### config.mk
export PLATFORM = sky130hd
export DESIGN_NAME = video_timing_engine_flat
export DESIGN_NICKNAME = d
export VERILOG_FILES = /design/src/rtl/video_timing_engine_if.sv /design/src/rtl/video_timing_engine.sv /design/src/flat_wrapper.sv
export SDC_FILE = /design/constraint.sdc
export NUM_CORES = 1
export LEC_CHECK = 0
export BUFFER_PORTS_ARGS = -buffer_cell sky130_fd_sc_hd__buf_2
export CORE_MARGIN = 5
export CORE_UTILIZATION = 55
export CTS_CLUSTER_DIAMETER = 40
export DETAILED_ROUTE_END_ITERATION = 6
export PLACE_DENSITY = 0.78
export SKIP_LAST_GASP = 1
export SYNTH_ARGS = -nofsm -noshare
export SYNTH_HDL_FRONTEND = slang
export SYNTH_SLANG_ARGS = --single-unit
### constraint.sdc
create_clock -name clk -period 14.8 [get_ports clk]
set_input_delay 1.48 -clock clk [delete_from_list [all_inputs] [get_ports clk]]
set_output_delay 1.48 -clock clk [all_outputs]
set_load 0.02 [all_outputs]
### src/rtl/video_timing_engine_if.sv
// Framebuffer read port: the raster engine drives address/strobe (master),
// the framebuffer returns pixel data PIPE cycles later (slave).
interface video_timing_engine_if #(
    parameter int ADDR_W = 19
);
    logic [ADDR_W-1:0] rdAddr;
    logic              rdEn;
    logic [23:0]       pixIn;

    modport master (output rdAddr, output rdEn, input pixIn);
    modport slave  (input rdAddr, input rdEn, output pixIn);
endinterface

### src/rtl/video_timing_engine.sv
// Raster timing engine: stage-0 counters with increment-only framebuffer addressing,
// a PIPE-deep delay line matching framebuffer latency, and an aligned output register.
module video_timing_engine #(
    parameter int H_ACTIVE = 640,
    parameter int H_FP     = 16,
    parameter int H_SYNC   = 96,
    parameter int H_BP     = 48,
    parameter int V_ACTIVE = 480,
    parameter int V_FP     = 10,
    parameter int V_SYNC   = 2,
    parameter int V_BP     = 33,
    parameter bit HS_POL   = 1'b0,
    parameter bit VS_POL   = 1'b0,
    parameter int PIPE     = 2,
    parameter int ADDR_W   = $clog2(H_ACTIVE * V_ACTIVE)
) (
    input  logic                                         clk,
    input  logic                                         rst,
    input  logic                                         en,
    input  logic [1:0]                                   mode,
    input  logic [23:0]                                  solid,
    video_timing_engine_if.master                        fb,
    output logic [$clog2(H_ACTIVE+H_FP+H_SYNC+H_BP)-1:0] sx,
    output logic [$clog2(V_ACTIVE+V_FP+V_SYNC+V_BP)-1:0] sy,
    output logic                                         hsyncOut,
    output logic                                         vsyncOut,
    output logic                                         deOut,
    output logic [23:0]                                  pixOut,
    output logic                                         frameStart
);
    localparam int H_TOTAL = H_ACTIVE + H_FP + H_SYNC + H_BP;
    localparam int V_TOTAL = V_ACTIVE + V_FP + V_SYNC + V_BP;
    localparam int HW      = $clog2(H_TOTAL);
    localparam int VW      = $clog2(V_TOTAL);
    localparam int BAR_W   = H_ACTIVE / 8;
    localparam int BW      = (BAR_W > 1) ? $clog2(BAR_W) : 1;

    localparam logic [HW-1:0] H_LAST   = HW'(H_TOTAL - 1);
    localparam logic [HW-1:0] H_ACT    = HW'(H_ACTIVE);
    localparam logic [HW-1:0] HS_FIRST = HW'(H_ACTIVE + H_FP);
    localparam logic [HW-1:0] HS_LAST  = HW'(H_ACTIVE + H_FP + H_SYNC - 1);
    localparam logic [VW-1:0] V_LAST   = VW'(V_TOTAL - 1);
    localparam logic [VW-1:0] V_ACT    = VW'(V_ACTIVE);
    localparam logic [VW-1:0] VS_FIRST = VW'(V_ACTIVE + V_FP);
    localparam logic [VW-1:0] VS_LAST  = VW'(V_ACTIVE + V_FP + V_SYNC - 1);
    localparam logic [BW-1:0] BAR_LAST = BW'(BAR_W - 1);

    typedef struct packed {
        logic        de;
        logic        hs;
        logic        vs;
        logic        fs;
        logic        fb;
        logic [23:0] pix;
    } stage_t;

    logic [HW-1:0]     sx_q, sx_d;
    logic [VW-1:0]     sy_q, sy_d;
    logic              run_q, run_d;
    logic              de0_q, de0_d, hs0_q, hs0_d, vs0_q, vs0_d;
    logic [ADDR_W-1:0] rd_addr_q, rd_addr_d;
    logic [1:0]        mode_q, mode_d;
    logic [23:0]       solid_q, solid_d;
    logic [BW-1:0]     bar_cnt_q, bar_cnt_d;
    logic [2:0]        bar_idx_q, bar_idx_d;
    logic              origin;
    logic              chk_x, chk_y;
    logic [23:0]       pat;
    stage_t            dl_q [PIPE];
    stage_t            dl_d [PIPE];
    stage_t            tail;
    logic              hsync_out_q, hsync_out_d, vsync_out_q, vsync_out_d;
    logic              de_out_q, de_out_d, fs_out_q, fs_out_d;
    logic [23:0]       pix_out_q, pix_out_d;

    // Small rasters may have fewer than four counter bits; the missing bit is always zero.
    if (HW > 3) begin : g_chk_x
        assign chk_x = sx_q[3];
    end else begin : g_chk_x0
        assign chk_x = 1'b0;
    end
    if (VW > 3) begin : g_chk_y
        assign chk_y = sy_q[3];
    end else begin : g_chk_y0
        assign chk_y = 1'b0;
    end

    always_comb begin
        sx_d   = '0;
        sy_d   = '0;
        run_d  = 1'b0;
        if (en) begin
            run_d = 1'b1;
            if (run_q) begin
                if (sx_q == H_LAST) begin
                    sy_d = (sy_q == V_LAST) ? '0 : sy_q + VW'(1);
                end else begin
                    sx_d = sx_q + HW'(1);
                    sy_d = sy_q;
                end
            end
        end
        origin = run_d && (sx_d == '0) && (sy_d == '0);
        de0_d  = run_d && (sx_d < H_ACT) && (sy_d < V_ACT);
        hs0_d  = run_d && (sx_d >= HS_FIRST) && (sx_d <= HS_LAST);
        vs0_d  = run_d && (sy_d >= VS_FIRST) && (sy_d <= VS_LAST);

        rd_addr_d = rd_addr_q;
        if (!en || origin) begin
            rd_addr_d = '0;
        end else if (de0_d) begin
            rd_addr_d = rd_addr_q + ADDR_W'(1);
        end

        mode_d  = mode_q;
        solid_d = solid_q;
        if (!en || origin) begin
            mode_d  = mode;
            solid_d = solid;
        end

        // Bar index advances every BAR_W pixels, avoiding a divide by H_ACTIVE/8.
        bar_cnt_d = '0;
        bar_idx_d = '0;
        if (sx_d != '0) begin
            if (bar_cnt_q == BAR_LAST) begin
                bar_idx_d = bar_idx_q + 3'd1;
            end else begin
                bar_cnt_d = bar_cnt_q + BW'(1);
                bar_idx_d = bar_idx_q;
            end
        end
    end

    always_comb begin
        pat = 24'h000000;
        case (mode_q)
            2'd1: pat = solid_q;
            2'd2: begin
                case (bar_idx_q)
                    3'd0: pat = 24'hFFFFFF;
                    3'd1: pat = 24'hFFFF00;
                    3'd2: pat = 24'h00FFFF;
                    3'd3: pat = 24'h00FF00;
                    3'd4: pat = 24'hFF00FF;
                    3'd5: pat = 24'hFF0000;
                    3'd6: pat = 24'h0000FF;
                    default: pat = 24'h000000;
                endcase
            end
            2'd3: pat = (chk_x ^ chk_y) ? 24'hFFFFFF : 24'h000000;
            default: pat = 24'h000000;
        endcase
        dl_d[0].de  = de0_q;
        dl_d[0].hs  = hs0_q;
        dl_d[0].vs  = vs0_q;
        dl_d[0].fs  = de0_q && (sx_q == '0) && (sy_q == '0);
        dl_d[0].fb  = (mode_q == 2'd0);
        dl_d[0].pix = pat;
        for (int i = 1; i < PIPE; i++) begin
            dl_d[i] = dl_q[i-1];
        end
    end

    always_comb begin
        tail        = dl_q[PIPE-1];
        hsync_out_d = tail.hs ? HS_POL : ~HS_POL;
        vsync_out_d = tail.vs ? VS_POL : ~VS_POL;
        de_out_d    = tail.de;
        fs_out_d    = tail.fs;
        pix_out_d   = 24'h000000;
        if (tail.de) begin
            pix_out_d = tail.fb ? fb.pixIn : tail.pix;
        end
    end

    always_ff @(posedge clk or posedge rst) begin
        if (rst) begin
            sx_q        <= '0;
            sy_q        <= '0;
            run_q       <= 1'b0;
            de0_q       <= 1'b0;
            hs0_q       <= 1'b0;
            vs0_q       <= 1'b0;
            rd_addr_q   <= '0;
            mode_q      <= 2'd0;
            solid_q     <= 24'h000000;
            bar_cnt_q   <= '0;
            bar_idx_q   <= '0;
            for (int i = 0; i < PIPE; i++) begin
                dl_q[i] <= '0;
            end
            hsync_out_q <= ~HS_POL;
            vsync_out_q <= ~VS_POL;
            de_out_q    <= 1'b0;
            fs_out_q    <= 1'b0;
            pix_out_q   <= 24'h000000;
        end else begin
            sx_q        <= sx_d;
            sy_q        <= sy_d;
            run_q       <= run_d;
            de0_q       <= de0_d;
            hs0_q       <= hs0_d;
            vs0_q       <= vs0_d;
            rd_addr_q   <= rd_addr_d;
            mode_q      <= mode_d;
            solid_q     <= solid_d;
            bar_cnt_q   <= bar_cnt_d;
            bar_idx_q   <= bar_idx_d;
            for (int i = 0; i < PIPE; i++) begin
                dl_q[i] <= dl_d[i];
            end
            hsync_out_q <= hsync_out_d;
            vsync_out_q <= vsync_out_d;
            de_out_q    <= de_out_d;
            fs_out_q    <= fs_out_d;
            pix_out_q   <= pix_out_d;
        end
    end

    assign sx         = sx_q;
    assign sy         = sy_q;
    assign fb.rdAddr  = rd_addr_q;
    assign fb.rdEn    = de0_q;
    assign hsyncOut   = hsync_out_q;
    assign vsyncOut   = vsync_out_q;
    assign deOut      = de_out_q;
    assign pixOut     = pix_out_q;
    assign frameStart = fs_out_q;
endmodule

### src/flat_wrapper.sv
// flat-port wrapper written by rule: the top's interface ports become plain ports
module video_timing_engine_flat 
#(
    parameter int H_ACTIVE = 640,
    parameter int H_FP     = 16,
    parameter int H_SYNC   = 96,
    parameter int H_BP     = 48,
    parameter int V_ACTIVE = 480,
    parameter int V_FP     = 10,
    parameter int V_SYNC   = 2,
    parameter int V_BP     = 33,
    parameter bit HS_POL   = 1'b0,
    parameter bit VS_POL   = 1'b0,
    parameter int PIPE     = 2,
    parameter int ADDR_W   = $clog2(H_ACTIVE * V_ACTIVE)
)
  (clk, rst, en, mode, solid, sx, sy, hsyncOut, vsyncOut, deOut, pixOut, frameStart, fb_rdAddr, fb_rdEn, fb_pixIn);
  video_timing_engine_if #(.ADDR_W(ADDR_W)) fb_i ();
  input  logic clk;
  input  logic rst;
  input  logic en;
  input  logic [1:0] mode;
  input  logic [23:0] solid;
  output logic [$clog2(H_ACTIVE+H_FP+H_SYNC+H_BP)-1:0] sx;
  output logic [$clog2(V_ACTIVE+V_FP+V_SYNC+V_BP)-1:0] sy;
  output logic hsyncOut;
  output logic vsyncOut;
  output logic deOut;
  output logic [23:0] pixOut;
  output logic frameStart;
  output wire logic [$bits(fb_i.rdAddr)-1:0] fb_rdAddr;
  output wire logic [$bits(fb_i.rdEn)-1:0] fb_rdEn;
  input wire logic [$bits(fb_i.pixIn)-1:0] fb_pixIn;
  assign fb_rdAddr = fb_i.rdAddr;
  assign fb_rdEn = fb_i.rdEn;
  assign fb_i.pixIn = fb_pixIn;
  video_timing_engine #(.H_ACTIVE(H_ACTIVE), .H_FP(H_FP), .H_SYNC(H_SYNC), .H_BP(H_BP), .V_ACTIVE(V_ACTIVE), .V_FP(V_FP), .V_SYNC(V_SYNC), .V_BP(V_BP), .HS_POL(HS_POL), .VS_POL(VS_POL), .PIPE(PIPE), .ADDR_W(ADDR_W)) u_core (.clk(clk), .rst(rst), .en(en), .mode(mode), .solid(solid), .fb(fb_i), .sx(sx), .sy(sy), .hsyncOut(hsyncOut), .vsyncOut(vsyncOut), .deOut(deOut), .pixOut(pixOut), .frameStart(frameStart));
endmodule
-- After elaboration in Yosys (flattened, before gate mapping)
Cells that the tools add are included.
- add/sub/neg operators: 5
- order comparisons: 6
- equality and inequality tests: 13
- muxes and demuxes: 21
- bitwise gates (word level): 1
- reductions and logical operators: 20
- operators by type and width (cell ; number):
    $pmux 24 s7 ; 1
    $mux 24 ; 3
    $pmux 24 s3 ; 1
    $mux 10 ; 7
    $logic_not 10->1 ; 4
    $mux 19 ; 2
    $add 10x1->10 const B ; 2
    $eq 10x10->1 const B ; 2
    $add 19x1->19 const B ; 1
    $mux 7 ; 2
    $ge 10x10->1 const B ; 1
    $ge 10x9->1 const B ; 1
    $le 10x10->1 const B ; 1
    $le 10x9->1 const B ; 1
    $logic_and 1x1->1 ; 10
    $lt 10x10->1 const B ; 1
    $lt 10x9->1 const B ; 1
    $reduce_bool 10->1 ; 1
    $eq 3x3->1 const B ; 3
    $add 7x1->7 const B ; 1
    $eq 7x7->1 const B ; 1
    $eq 3x2->1 const B ; 2
    $mux 3 ; 2
    $eq 2x2->1 const B ; 2
    11 further kinds ; 13
- register bits: 165
- input bits: 53
- logic and storage cells: 94

-- Logic depth before layout (Yosys ltp)
- depth after elaboration: 9
- gate-level depth with buffers: 12
- depth with buffers taken out: 11

-- Worst setup path after synthesis
Ideal clock, no wire load.
- kind: input -> register
- start: input en
- end: register u_core.mode_q[0]
- setup time: 125 ps
- arrival time: 3352 ps
- required time: 14675 ps
- path slack: 11323 ps
- stages on the path: 8
- buffers on the path: 2
- cells stage by stage: nand2_1 a31o_2 buf_6 nor2_2 or4_4 nor3_4 buf_12 mux2_4
- elaborated cells on any way between the ends: 9
- RTL lines (item ; RTL line ; RTL):
    from (decl) ; flat_wrapper.sv:21 ; input logic en;
    $mux 10 ; video_timing_engine.sv:92 ; if (en) begin
    named net u_core.sy_d[5] ; video_timing_engine.sv:58 ; logic [VW-1:0] sy_q, sy_d;
    $logic_not 10->1 ; video_timing_engine.sv:103 ; origin = run_d && (sx_d == '0) && (sy_d == '0);
    $logic_and 1x1->1 ; video_timing_engine.sv:103 ;
    $logic_or 1x1->1 ; video_timing_engine.sv:117 ; if (!en || origin) begin
    to (signal assigned) ; video_timing_engine.sv:206 ; mode_q <= mode_d;
    to (decl) ; video_timing_engine.sv:62 ; logic [1:0] mode_q, mode_d;
The timed path passes the listed nets, and every way through them passes these cells.
A chain may end at the register's enable or synchronous reset.

-- Worst setup path after layout
- start: register u_core.sx_q[1] (netlist: u_core.sx[1])
- end: register u_core.solid_q[22]
- elaborated cells on any way between the ends: 13
- RTL lines (item ; RTL line ; RTL):
    from (decl) ; video_timing_engine.sv:57 ; logic [HW-1:0] sx_q, sx_d;
    from (signal assigned) ; video_timing_engine.sv:179 ; sx_q <= '0;
    from (signal assigned) ; video_timing_engine.sv:199 ; sx_q <= sx_d;
    $eq 10x10->1 ; video_timing_engine.sv:95 ; if (sx_q == H_LAST) begin
    $mux 10 ; video_timing_engine.sv:95 ;
    $mux 10 ; video_timing_engine.sv:94 ; if (run_q) begin
    $mux 10 ; video_timing_engine.sv:92 ;
    named net u_core.sy_d[9] ; video_timing_engine.sv:58 ;
    $logic_not 10->1 ; video_timing_engine.sv:103 ;
    $logic_and 1x1->1 ; video_timing_engine.sv:103 ;
    $logic_or 1x1->1 ; video_timing_engine.sv:117 ;
    to (signal assigned) ; video_timing_engine.sv:207 ; solid_q <= solid_d;
    to (decl) ; video_timing_engine.sv:63 ; logic [23:0] solid_q, solid_d;
The timed path passes the listed nets, and every way through them passes these cells.

==> results_dict.tcl <==
set metrics [dict create \
    via_count 4895 \
    antenna_found_initial 0 \
    seqCellArea_um2 4130 \
    pin_count 121 \
    ctsHoldBuffers 0 \
    grt_pass1_vias 4881 \
    start_kind "flop" \
    drv_slew 0 \
    rsz0062_at_grt "no" \
    routedWlPerCell_um 17.0 \
    cts_made_buffers 17 \
    synthDistinctLibCells 53 \
    ant_nets 0 \
    power_density_nw_per_um2 122 \
    areaGrowthSynthToFinish_pct 18.1 \
    setup-violations-final 0 \
    fmax_ghz 0.233 \
    p_leak_uw 0.00394 \
    cts-resized-gates 0 \
    syn_nets 654 \
    drt_pre_antenna_iters 5 \
    routed_wl_um 15100 \
    fp.dieH_um 123 \
    yosys_warnings 0 \
    synth_edf_count 0 \
    yosysSeqAreaShare_pct 58.6 \
    path_class "reg -> reg" \
    yosys_register_bits 165 \
    syn-instance-count 590 \
    post-dp-hpwl_um 10200 \
    cp.arrival_ns 4.61 \
    post-route-min-period_ns 4.29 \
    clk_latency_ns 0.43 \
    vias_per_cell 5.51 \
    postCtsSetupBuffers 0 \
    finalPower_uw 1020 \
    grt_max_degree 87 \
    synth_area_leaders "dfrtp_1 58%, mux2_4 4.3%, mux2i_1 4.1%, a21oi_1 2.8%, nor2b_1 2.5%" \
    cp_max_fo 26 \
    critPathCaptureType "flop" \
    place_congestion 0.877 \
    fillCellCount 929 \
    max-slew-margin-rel_pct 18.6 \
    layout-drive-gt1-share_pct 26.9 \
    multi_input_area_um2 2680 \
    setup_tns_ns 0 \
    clockBufferDepth 2 \
    ir_worst_vdd_uv 75.3 \
    gr-total-overflow 0 \
    fin_skew_ns 0.0126 \
    syn_area_um2 7050 \
    clockRootBuffer "clkbuf_16" \
    coreArea_um2 12600 \
    dieArea_um2 15200 \
    worstMarginPinSlew_ns 1.22 \
    clkTransAtPathRegs_ns 0.07 \
    drtIter0Drc 388 \
    row_count 41 \
    synth_top_area_cell "dfrtp_1" \
    critical_path_required_ns 15.11 \
    num_antenna_cells 0 \
    finalHoldViolations 0 \
    cts_tree "built" \
    syn_area_per_cell_um2 11.9 \
    cap_violations 0 \
    synth_ff_type "dfrtp_1" \
    period_share_pct 29.0 \
    grtUsageTotal_pct 20.9 \
    synthArstFlopShare_pct 100 \
    die_width_um 123 \
    drc 0 \
    outcome "finished, final reports clean" \
    ctsHtreeMaxLevel 4 \
    synth_top_cell_area_share_pct 57.9 \
    port_buffers 120 \
    grt_pass1_wl_um 24400 \
    hold_class "reg -> reg" \
    clock-sinks 165 \
    initial_utilization_pct 56.1 \
    nets 768 \
]
[sequential cells by signal (all words and copies together), names as in the netlist, 2 cells and up]
signal	flops
u_core.sy	10
u_core.dl_q	27
u_core.sx	10
u_core.bar_idx_q	3
u_core.dl_d	29
u_core.pixOut	24
u_core.mode_q	2
u_core.solid_q	24
u_core.bar_cnt_q	7
u_core.fb.rdAddr	19
[path summary, 6_finish.rpt]
check / cells past startpoint / slack, ns / end / startpoint
min in group asynchronous: 2 / 1.20 / u_core.dl_q[27] / rst
max: 10 / 10.51 / u_core.solid_q[22] / u_core.sx[1]
min: 0 / 0.35 / u_core.dl_q[27] / u_core.dl_d[27]
min reg2reg: 0 / 0.35 / u_core.dl_q[27] / u_core.dl_d[27]
max in group asynchronous: 3 / 12.11 / u_core.fb.rdAddr[8] / rst
max reg2reg: 10 / 10.51 / u_core.solid_q[22] / u_core.sx[1]
[power breakdown]
part | switching (uW) | internal, uW | leakage (uW) | total (uW)
Combinational | 45.6 | 35.6 | 0.00151 | 81.2
Sequential | 17.1 | 483 | 0.00213 | 500
Clock | 206 | 229 | 0.000298 | 435
Total | 268 | 748 | 0.00394 | 1020
[kinds of logic after synthesis]
| family | count (synthesis) | share of synthesized area (%) |
|---|---|---|
| xor gates and xnor gates | 24 | 2.98 |
| muxes | 55 | 9.34 |
| AOI/OAI and AO/OA | 85 | 7.08 |
| DFF | 165 | 58.6 |
| and+or+nand+nor | 205 | 16.7 |
| buffers and inverters | 45 | 3.32 |
| adders and majority gates | 11 | 1.95 |
[final cells by class]
| cell class | instances | area share [%] |
|---|---|---|
| clock buffer | 17 | 5.11 |
| sequential | 165 | 49.6 |
| tap | 172 | 2.58 |
| inverter | 17 | 0.827 |
| multi-input combinational | 380 | 32.2 |
| timing repair buffer | 123 | 7.48 |
| clock inverter | 15 | 2.16 |
[cell usage after synthesis (2+ instances only)]
| master | instances |
|---|---|
| nor3b_1 | 3 |
| buf_6 | 4 |
| nor4_1 | 10 |
| nor2_1 | 32 |
| nand3_1 | 21 |
| a211oi_1 | 3 |
| nor3_1 | 9 |
| and4_1 | 4 |
| buf_12 | 2 |
| or4_1 | 4 |
| nand2b_1 | 24 |
| xnor2_1 | 16 |
| xor2_1 | 8 |
| a21oi_1 | 40 |
| or3_1 | 16 |
| buf_2 | 2 |
| dfrtp_1 | 163 |
| a31oi_1 | 3 |
| nand4_1 | 11 |
| nand2_1 | 21 |
| clkbuf_1 | 18 |
| mux2i_1 | 29 |
| and2_1 | 3 |
| mux2_2 | 6 |
| nor2b_1 | 28 |
| o31ai_1 | 6 |
| a21boi_0 | 4 |
| and3_1 | 12 |
| buf_1 | 2 |
| dfstp_2 | 2 |
| o21ai_0 | 17 |
| inv_1 | 17 |
| mux2_4 | 20 |
| ha_1 | 11 |
[worst max-delay path, stage by stage (launching register included)]
cell      delay [ns]
dfrtp_1         0.46
ha_1            0.32
nand3_1         0.35
nor3_1          0.46
a21boi_0        0.18
o21ai_1         0.22
inv_1           0.13
or4_4           0.51
nor3_4          0.61
buf_4           0.53
mux2_2          0.39
[per-stage QoR]
step                hold slack [ns]  std cells  setup slack [ns]  area [um^2]  util (%)
floorplan                     0.331        590              8.86         7050         -
global placement              0.333        857             10.49         7720      61.4
detailed placement            0.336        857             10.33         7720      61.4
CTS                           0.351        889             10.55         8330      66.2
global route                  0.358        889             10.27         8330      66.2
finish                        0.348        889             10.51         8330      66.2
[per-layer routing]
metal	vias to the layer above	GRT usage, %	share of wire, %	wire length [um]
met5	-	0	0	0
met4	0	8.10	1.8	265
met3	20	6.59	7.6	1150
met2	193	33.6	50	7510
met1	2390	26.5	41	6170
li1	2292	-	-	-
[placed cells by master, fill, tap and decap left out, drive strengths merged, types with 3 or more instances in the layout]
| cell type | netlist | layout |
|---|---|---|
| nand3 | 21 | 21 |
| xor2 | 8 | 8 |
| o31ai | 7 | 7 |
| inv | 17 | 26 |
| clkinv | 0 | 6 |
| a31oi | 3 | 3 |
| buf | 10 | 123 |
| nor3 | 10 | 10 |
| xnor2 | 16 | 16 |
| nand4 | 11 | 11 |
| and3 | 12 | 12 |
| nand2b | 24 | 24 |
| clkbuf | 18 | 17 |
| o21ai | 18 | 18 |
| ha | 11 | 11 |
| and4 | 4 | 4 |
| a211oi | 3 | 3 |
| mux2 | 26 | 26 |
| nor3b | 3 | 3 |
| a21boi | 4 | 4 |
| and2 | 3 | 3 |
| or3 | 16 | 16 |
| nor2 | 33 | 33 |
| mux2i | 29 | 29 |
| nor2b | 28 | 28 |
| nor4 | 10 | 10 |
| a21oi | 40 | 40 |
| nand2 | 21 | 21 |
| dfrtp | 163 | 163 |
| or4 | 6 | 6 |
(Power assumes the default switching activity.)
